[src/rtl/uart_tx_cfg.sv]
// -----------------------------------------------------------------------------
// uart_tx_cfg
//   Parametrised UART transmitter. Characters written by the host are queued in
//   an internal FIFO. A framing FSM drains the FIFO and serialises each
//   character as start / data (LSB first) / optional parity / stop bits. The FSM
//   is paced by a 16x oversampling enable.
//   Consecutive characters are framed back to back with no idle gap.
//
// Parameters
//   BAUD_RATE   serial bit rate in bps
//   CLOCK_RATE  clk_tx frequency in Hz
//   DATA_BITS   payload bits per frame (5..8)
//   PARITY      0 none, 1 even, 2 odd
//   STOP_BITS   1 or 2
//   FIFO_DEPTH  queue entries, power of two, >= 2
//
// Ports
//   clk_tx              clock
//   rst_clk_tx          asynchronous active-high reset
//   tx_din              character to queue
//   write_en            push tx_din (ignored while the FIFO is full)
//   tx_fifo_full        FIFO holds FIFO_DEPTH entries
//   tx_fifo_empty       FIFO holds no entries
//   tx_fifo_count       FIFO occupancy, 0..FIFO_DEPTH
//   txd_tx              serial output, idle high
//   tx_busy             a frame is in progress
//   tx_frame_indicator  00 idle, 01 start, 10 data, 11 parity/stop
//   tx_bit_indicator    one-clock pulse at the middle of each transmitted bit
// -----------------------------------------------------------------------------
module uart_tx_cfg #(
  parameter int BAUD_RATE  = 57_600,
  parameter int CLOCK_RATE = 50_000_000,
  parameter int DATA_BITS  = 8,
  parameter int PARITY     = 0,
  parameter int STOP_BITS  = 1,
  parameter int FIFO_DEPTH = 16,
  localparam int AW        = $clog2(FIFO_DEPTH)
) (
  input  logic                 clk_tx,
  input  logic                 rst_clk_tx,
  input  logic [DATA_BITS-1:0] tx_din,
  input  logic                 write_en,
  output logic                 tx_fifo_full,
  output logic                 tx_fifo_empty,
  output logic [AW:0]          tx_fifo_count,
  output logic                 txd_tx,
  output logic                 tx_busy,
  output logic [1:0]           tx_frame_indicator,
  output logic                 tx_bit_indicator
);

  // Rounded divider from clk_tx down to 16x the bit rate
  localparam int DIV = (CLOCK_RATE + 8 * BAUD_RATE) / (16 * BAUD_RATE);
  localparam int DW  = (DIV > 1) ? $clog2(DIV) : 1;
  localparam logic [DW-1:0] DIV_LAST = DW'(DIV - 1);
  localparam logic [DW-1:0] DIV_ONE  = DW'(1);

  localparam logic [AW:0] CNT_FULL  = (AW + 1)'(FIFO_DEPTH);
  localparam logic [AW:0] CNT_ZERO  = {(AW + 1){1'b0}};
  localparam logic [AW:0] CNT_ONE   = {{AW{1'b0}}, 1'b1};
  localparam logic [AW-1:0] PTR_ONE = {{(AW - 1){1'b0}}, 1'b1};

  localparam logic [2:0] DATA_LAST = 3'(DATA_BITS - 1);
  localparam logic       STOP_LAST = 1'(STOP_BITS - 1);

  // Framing FSM state encoding
  localparam logic [2:0] S_IDLE   = 3'd0;
  localparam logic [2:0] S_START  = 3'd1;
  localparam logic [2:0] S_DATA   = 3'd2;
  localparam logic [2:0] S_PARITY = 3'd3;
  localparam logic [2:0] S_STOP   = 3'd4;

  localparam logic [1:0] FI_IDLE  = 2'b00;
  localparam logic [1:0] FI_START = 2'b01;
  localparam logic [1:0] FI_DATA  = 2'b10;
  localparam logic [1:0] FI_TAIL  = 2'b11;

  // Parity over the payload only; odd mode inverts the even result
  function automatic logic calc_parity(input logic [DATA_BITS-1:0] d);
    logic p;
    p = ^d;
    if (PARITY == 2) begin
      calc_parity = ~p;
    end else begin
      calc_parity = p;
    end
  endfunction

  // ---------------------------------------------------------------------------
  // Baud-enable generator
  // ---------------------------------------------------------------------------
  logic [DW-1:0] baud_cnt_r;
  logic          baud_en_s;

  assign baud_en_s = (baud_cnt_r == DIV_LAST);

  // Free-running divider counter, wraps at DIV-1
  always_ff @(posedge clk_tx or posedge rst_clk_tx) begin
    if (rst_clk_tx) begin
      baud_cnt_r <= {DW{1'b0}};
    end else if (baud_en_s) begin
      baud_cnt_r <= {DW{1'b0}};
    end else begin
      baud_cnt_r <= baud_cnt_r + DIV_ONE;
    end
  end

  // ---------------------------------------------------------------------------
  // FIFO
  // ---------------------------------------------------------------------------
  logic [DATA_BITS-1:0] mem_r [FIFO_DEPTH];
  logic [AW-1:0]        wr_ptr_r;
  logic [AW-1:0]        rd_ptr_r;
  logic [AW:0]          count_r;
  logic [AW:0]          count_nxt;
  logic                 full_r;
  logic                 empty_r;
  logic                 push_s;
  logic                 pop_s;
  logic [DATA_BITS-1:0] head_s;

  // A write while full is dropped even if the FSM pops in the same cycle
  assign push_s = write_en & ~full_r;
  assign head_s = mem_r[rd_ptr_r];

  // Occupancy update; simultaneous push and pop leave it unchanged
  always_comb begin
    count_nxt = count_r;
    case ({push_s, pop_s})
      2'b10:   count_nxt = count_r + CNT_ONE;
      2'b01:   count_nxt = count_r - CNT_ONE;
      default: count_nxt = count_r;
    endcase
  end

  // Storage array; contents need no reset because occupancy gates all reads
  always_ff @(posedge clk_tx) begin
    if (push_s) begin
      mem_r[wr_ptr_r] <= tx_din;
    end
  end

  // Pointers, occupancy and registered full/empty flags
  always_ff @(posedge clk_tx or posedge rst_clk_tx) begin
    if (rst_clk_tx) begin
      wr_ptr_r <= {AW{1'b0}};
      rd_ptr_r <= {AW{1'b0}};
      count_r  <= CNT_ZERO;
      full_r   <= 1'b0;
      empty_r  <= 1'b1;
    end else begin
      if (push_s) begin
        wr_ptr_r <= wr_ptr_r + PTR_ONE;
      end
      if (pop_s) begin
        rd_ptr_r <= rd_ptr_r + PTR_ONE;
      end
      count_r <= count_nxt;
      full_r  <= (count_nxt == CNT_FULL);
      empty_r <= (count_nxt == CNT_ZERO);
    end
  end

  // ---------------------------------------------------------------------------
  // Framing FSM
  // ---------------------------------------------------------------------------
  logic [2:0]           state_r,    state_nxt;
  logic [3:0]           os_r,       os_nxt;
  logic [2:0]           bit_cnt_r,  bit_cnt_nxt;
  logic                 stop_cnt_r, stop_cnt_nxt;
  logic [DATA_BITS-1:0] shift_r,    shift_nxt;
  logic                 par_r,      par_nxt;
  logic                 txd_r,      txd_nxt;
  logic                 busy_r,     busy_nxt;
  logic [1:0]           frame_r,    frame_nxt;
  logic                 bit_ind_r,  bit_ind_nxt;
  logic                 os_last_s;
  logic                 load_s;

  assign os_last_s = (os_r == 4'd15);

  // Next-state logic; everything advances only on the 16x enable
  always_comb begin
    state_nxt    = state_r;
    os_nxt       = os_r;
    bit_cnt_nxt  = bit_cnt_r;
    stop_cnt_nxt = stop_cnt_r;
    shift_nxt    = shift_r;
    par_nxt      = par_r;
    txd_nxt      = txd_r;
    busy_nxt     = busy_r;
    frame_nxt    = frame_r;
    load_s       = 1'b0;
    pop_s        = 1'b0;
    bit_ind_nxt  = baud_en_s & (state_r != S_IDLE) & (os_r == 4'd7);

    if (baud_en_s) begin
      os_nxt = os_r + 4'd1;
      case (state_r)
        S_IDLE: begin
          os_nxt = 4'd0;
          if (!empty_r) begin
            load_s = 1'b1;
          end else begin
            txd_nxt   = 1'b1;
            busy_nxt  = 1'b0;
            frame_nxt = FI_IDLE;
          end
        end
        S_START: begin
          if (os_last_s) begin
            state_nxt   = S_DATA;
            bit_cnt_nxt = 3'd0;
            txd_nxt     = shift_r[0];
            frame_nxt   = FI_DATA;
          end else begin
            state_nxt = S_START;
          end
        end
        S_DATA: begin
          if (os_last_s) begin
            if (bit_cnt_r == DATA_LAST) begin
              frame_nxt = FI_TAIL;
              if (PARITY != 0) begin
                state_nxt = S_PARITY;
                txd_nxt   = par_r;
              end else begin
                state_nxt    = S_STOP;
                stop_cnt_nxt = 1'b0;
                txd_nxt      = 1'b1;
              end
            end else begin
              // Shift on the bit boundary; the new LSB drives the line next
              bit_cnt_nxt = bit_cnt_r + 3'd1;
              shift_nxt   = {1'b0, shift_r[DATA_BITS-1:1]};
              txd_nxt     = shift_r[1];
            end
          end else begin
            state_nxt = S_DATA;
          end
        end
        S_PARITY: begin
          if (os_last_s) begin
            state_nxt    = S_STOP;
            stop_cnt_nxt = 1'b0;
            txd_nxt      = 1'b1;
          end else begin
            state_nxt = S_PARITY;
          end
        end
        S_STOP: begin
          if (os_last_s) begin
            if (stop_cnt_r == STOP_LAST) begin
              if (!empty_r) begin
                // Chain straight into the next start bit
                load_s = 1'b1;
              end else begin
                state_nxt = S_IDLE;
                txd_nxt   = 1'b1;
                busy_nxt  = 1'b0;
                frame_nxt = FI_IDLE;
              end
            end else begin
              stop_cnt_nxt = stop_cnt_r + 1'b1;
            end
          end else begin
            state_nxt = S_STOP;
          end
        end
        default: begin
          state_nxt = S_IDLE;
          os_nxt    = 4'd0;
          txd_nxt   = 1'b1;
          busy_nxt  = 1'b0;
          frame_nxt = FI_IDLE;
        end
      endcase

      // Common frame start: take the FIFO head and drive the start bit
      if (load_s) begin
        pop_s     = 1'b1;
        shift_nxt = head_s;
        par_nxt   = calc_parity(head_s);
        txd_nxt   = 1'b0;
        os_nxt    = 4'd0;
        state_nxt = S_START;
        busy_nxt  = 1'b1;
        frame_nxt = FI_START;
      end else begin
        pop_s = 1'b0;
      end
    end else begin
      state_nxt = state_r;
    end
  end

  // FSM and output registers; reset returns the line to idle immediately
  always_ff @(posedge clk_tx or posedge rst_clk_tx) begin
    if (rst_clk_tx) begin
      state_r    <= S_IDLE;
      os_r       <= 4'd0;
      bit_cnt_r  <= 3'd0;
      stop_cnt_r <= 1'b0;
      shift_r    <= {DATA_BITS{1'b0}};
      par_r      <= 1'b0;
      txd_r      <= 1'b1;
      busy_r     <= 1'b0;
      frame_r    <= FI_IDLE;
      bit_ind_r  <= 1'b0;
    end else begin
      state_r    <= state_nxt;
      os_r       <= os_nxt;
      bit_cnt_r  <= bit_cnt_nxt;
      stop_cnt_r <= stop_cnt_nxt;
      shift_r    <= shift_nxt;
      par_r      <= par_nxt;
      txd_r      <= txd_nxt;
      busy_r     <= busy_nxt;
      frame_r    <= frame_nxt;
      bit_ind_r  <= bit_ind_nxt;
    end
  end

  assign tx_fifo_full       = full_r;
  assign tx_fifo_empty      = empty_r;
  assign tx_fifo_count      = count_r;
  assign txd_tx             = txd_r;
  assign tx_busy            = busy_r;
  assign tx_frame_indicator = frame_r;
  assign tx_bit_indicator   = bit_ind_r;

endmodule

[config.mk]
export PLATFORM = sky130hd
export DESIGN_NAME = uart_tx_cfg
export DESIGN_NICKNAME = d
export VERILOG_FILES = /design/src/rtl/uart_tx_cfg.sv
export SDC_FILE = /design/constraint.sdc
export NUM_CORES = 1
export LEC_CHECK = 0
export CORE_MARGIN = 2
export CORE_UTILIZATION = 45
export DETAILED_ROUTE_END_ITERATION = 7
export GPL_TIMING_DRIVEN = 0
export PLACE_DENSITY = 0.68
export SETUP_SLACK_MARGIN = 0.5
export SKIP_CTS_REPAIR_TIMING = 1
export SLEW_MARGIN = 20
export SYNTH_ARGS = -nofsm -noshare
export SYNTH_HDL_FRONTEND = slang
export SYNTH_SLANG_ARGS = --single-unit
[constraint.sdc]
create_clock -name clk_tx -period 3.6 [get_ports clk_tx]
set_clock_uncertainty 0.05 [all_clocks]
set_input_delay 0.72 -clock clk_tx [delete_from_list [all_inputs] [get_ports clk_tx]]
set_output_delay 0.72 -clock clk_tx [all_outputs]
set_load 0.1 [all_outputs]
==> summary.txt <==
GRT
  – Maximum number of pins on one net before global-route repair: 32
  – Global router's overall resource usage: 18.2%
  – Number of antenna violations at the first check in global routing: 0
  – Number of global-route vias before repair: 4220
  – Remaining global-route overflow: 0
  – Wire length of the first global-routing pass: 23900 um

Clock network
  – Worst skew pair latency: 420 ps
  – Clock net sink count: 172
  – Clock tree root driver cell: clkbuf_16
  – Clock tree from TritonCTS: done
  – Total number of H-tree levels: 4
  – Maximum count of clock buffers along a single path: 2
  – Cts bufs inserted: 17
  – Register clock-pin slew on the reported worst setup and hold paths: 70 ps

Yosys
  – Cell count after synthesis: 477
  – Area leader, netlist: edfxtp_1
  – Synth top area cells: edfxtp_1 (52%), dfrtp_1 (14%), mux4_2 (7.6%)
  – Number of distinct standard cells referenced by the synthesized netlist: 53
  – Ys async rst share: 25.6%
  – Post-Synthesis Mean Instance Area: 15.4 um2
  – Total standard cell area after synthesis: 7360 um2
  – Most frequently used flop master after synthesis: edfxtp_1
  – Yosys warnings: 0
  – Number of flops mapped to enable cells by yosys: 128
  – Fraction of post-synthesis cell area in the top cell type by area: 52.2%
  – Seq/Total Area, Yosys: 67.2%
  – Post-synth net total: 501
  – Total of flip-flops plus latches after synthesis: 172

Critical path
  – Worst endpoint data arrival time: 3320 ps
  – Max Fanout on Critical Path: 9
  – Critical Setup Path Class: primary input to register
  – CP startpoint kind: primary input
  – Capturing element type of the critical path: register
  – Required time of the worst setup path: 3880 ps

Die
  – Effective utilization at floorplan: 46.2%
  – Top Ports: 23
  – Die area: 17400 um2
  – Site Rows: 46
  – Core ar.: 15900 um2
  – X dimension of the die: 132 um
  – Vertical extent of the die: 132 um

Drt
  – Routed Wire Length: 15200 um
  – TritonRoute pass-1 iters: 5
  – Average vias per placed instance: 5.66
  – Via count: 4287
  – Initial DRC Count: 384
  – Antenna viol nets, final: 0
  – Remaining DRCs: 0
  – Routed WL per cell: 20.0 um

Cells and area
  – Layout cell share with drive strength beyond 1: 21.4%
  – Nets@finish: 553
  – Antenna diode instance count: 0
  – Fin area: 8660 um2
  – Layout area overhead: 17.7%
  – Post-layout utilization of the core: 54.3%

Hold path
  – Hold Crit Class: register to register

STA
  – Slew headroom: 29.8%
  – Maximum achievable frequency: 0.329 GHz
  – Final Hold Viols: 0
  – Transition time at the pin with the least slew margin: 1050 ps
  – Final Slew Violations: 0
  – Post-layout minimum cycle time: 3040 ps
  – Period Utilization, post-route: 84.4%
  – Count of endpoints failing setup in the final report: 0
  – Setup repair after global routing missed its margin: no

Place
  – DP HPWL: 9760 um
  – GP Congestion: 0.848
  – Number of port buffers: 22
  – Cell area after placement: 7900 um2

Outcome
  – Result of the run: finished, final reports clean

Power and ir drop
  – Standby leakage power: 3.04 nW
  – Pwr/cell area: 611 nW/um2
  – Total power: 5.29 mW
  – Worst voltage drop across the vdd grid: 0.552 mV

Run
  – Max Cap Viol: 0
==> final cells by class <==
| cell class | count | area (um2) |
|---|---|---|
| fill | 1276 | 7280 |
| sequential | 172 | 4950 |
| multi-input combinational | 271 | 2340 |
| clock buffer | 19 | 433 |
| timing repair buffer | 33 | 315 |
| tap | 216 | 270 |
| buffer | 27 | 164 |
| clock inverter | 13 | 163 |
| inverter | 7 | 26.3 |
==> where the power goes <==
part / leakage, nW / internal (mW) / total [mW] / switching [mW]
registers: 1.73 / 2.35 / 2.42 / 0.0774
clock network: 0.294 / 1.10 / 1.87 / 0.768
logic: 1.02 / 0.304 / 1.00 / 0.696
total: 3.04 / 3.75 / 5.29 / 1.54
==> stage by stage <==
| step | std cells | setup TNS [ps] | worst slack [ps] | hold slack (ps) |
|---|---|---|---|---|
| floorplan | 477 | 0 | 532 | 399 |
| global placement | 715 | 0 | 41.6 | 408 |
| detailed placement | 717 | -55.6 | -54.3 | 420 |
| CTS | 749 | -35.2 | -35.2 | 435 |
| global route | 758 | 0 | 427 | 457 |
| finish | 758 | 0 | 562 | 434 |
==> logic make-up (layout without fill, tap and decap cells) <==
group,after synthesis,in the layout,share of synthesized area (%)
DFF,172,172,67.2
and+or+nand+nor,111,111,7.92
AOI/OAI and AO/OA,87,87,7.97
muxes,44,44,10.3
buffers and inverters,34,99,2.48
xor gates and xnor gates,16,16,1.90
adders and majority gates,13,13,2.21
==> critical path, cell delays in order <==
cell	delay (ps)
clkdlybuf4s50_1	450
nor2b_1	150
buf_2	220
inv_1	80
ha_2	190
buf_6	130
xor2_1	160
ha_2	230
o21ai_2	70
a221oi_2	300
o221ai_2	170
xnor2_2	240
nor4b_4	220
==> registers in the layout, summed over array words and instances (netlist names), 2 cells and up <==
name                cells
os_r                    4
state_r                 3
baud_cnt_r              6
rd_ptr_r                4
tx_frame_indicator      2
mem_r                 128
tx_fifo_count           5
bit_cnt_r               3
shift_r                 8
wr_ptr_r                4
==> placed cells by master (no fill, tap or decap), types with 6 or more instances in the layout <==
cell               n
edfxtp_1         128
dfrtp_1           41
nand2_1           34
nor2_1            26
mux4_2            25
clkdlybuf4s50_1   22
o21ai_0           21
clkbuf_16         17
mux2i_1           15
a21oi_1           14
buf_4             13
buf_2             11
clkbuf_1          10
a221oi_1          10
xnor2_1           10
ha_1              10
nand3_1            8
inv_1              6
==> synth_stat cells, drive strengths merged, types with 3 or more instances <==
| master | count |
|---|---|
| nand3 | 9 |
| clkbuf | 9 |
| o211ai | 3 |
| o31ai | 5 |
| o21ai | 27 |
| inv | 7 |
| a211oi | 4 |
| mux2 | 4 |
| mux4 | 25 |
| edfxtp | 128 |
| ha | 13 |
| mux2i | 15 |
| and2 | 6 |
| xnor2 | 11 |
| nand2 | 34 |
| nor2b | 7 |
| a21o | 5 |
| xor2 | 5 |
| nand4 | 3 |
| and3 | 4 |
| a21oi | 14 |
| a22o | 4 |
| nor4b | 4 |
| buf | 18 |
| a22oi | 4 |
| nor2 | 27 |
| a221oi | 11 |
| dfrtp | 42 |
| nor3 | 10 |
==> worst paths after layout <==
kind / startpoint / slack, ps / endpoint / cells past startpoint
worst max-delay path: write_en / 560 / tx_fifo_full / 13
worst min-delay path: shift_r[4] / 430 / shift_r[4] / 2
worst max register to register: os_r[1] / 570 / tx_fifo_full / 14
worst min register to register: shift_r[4] / 430 / shift_r[4] / 2
max in group asynchronous: rst_clk_tx / 2430 / txd_tx / 3
min in group asynchronous: rst_clk_tx / 520 / tx_fifo_count[2] / 2
==> per-layer routing <==
layer	wire, um	GRT usage, %
met1	6720	24.9
met2	7520	28.9
met3	768	4.73
met4	162	5.07
met5	0	0
Note: power is estimated with default switching activity, not from simulation.
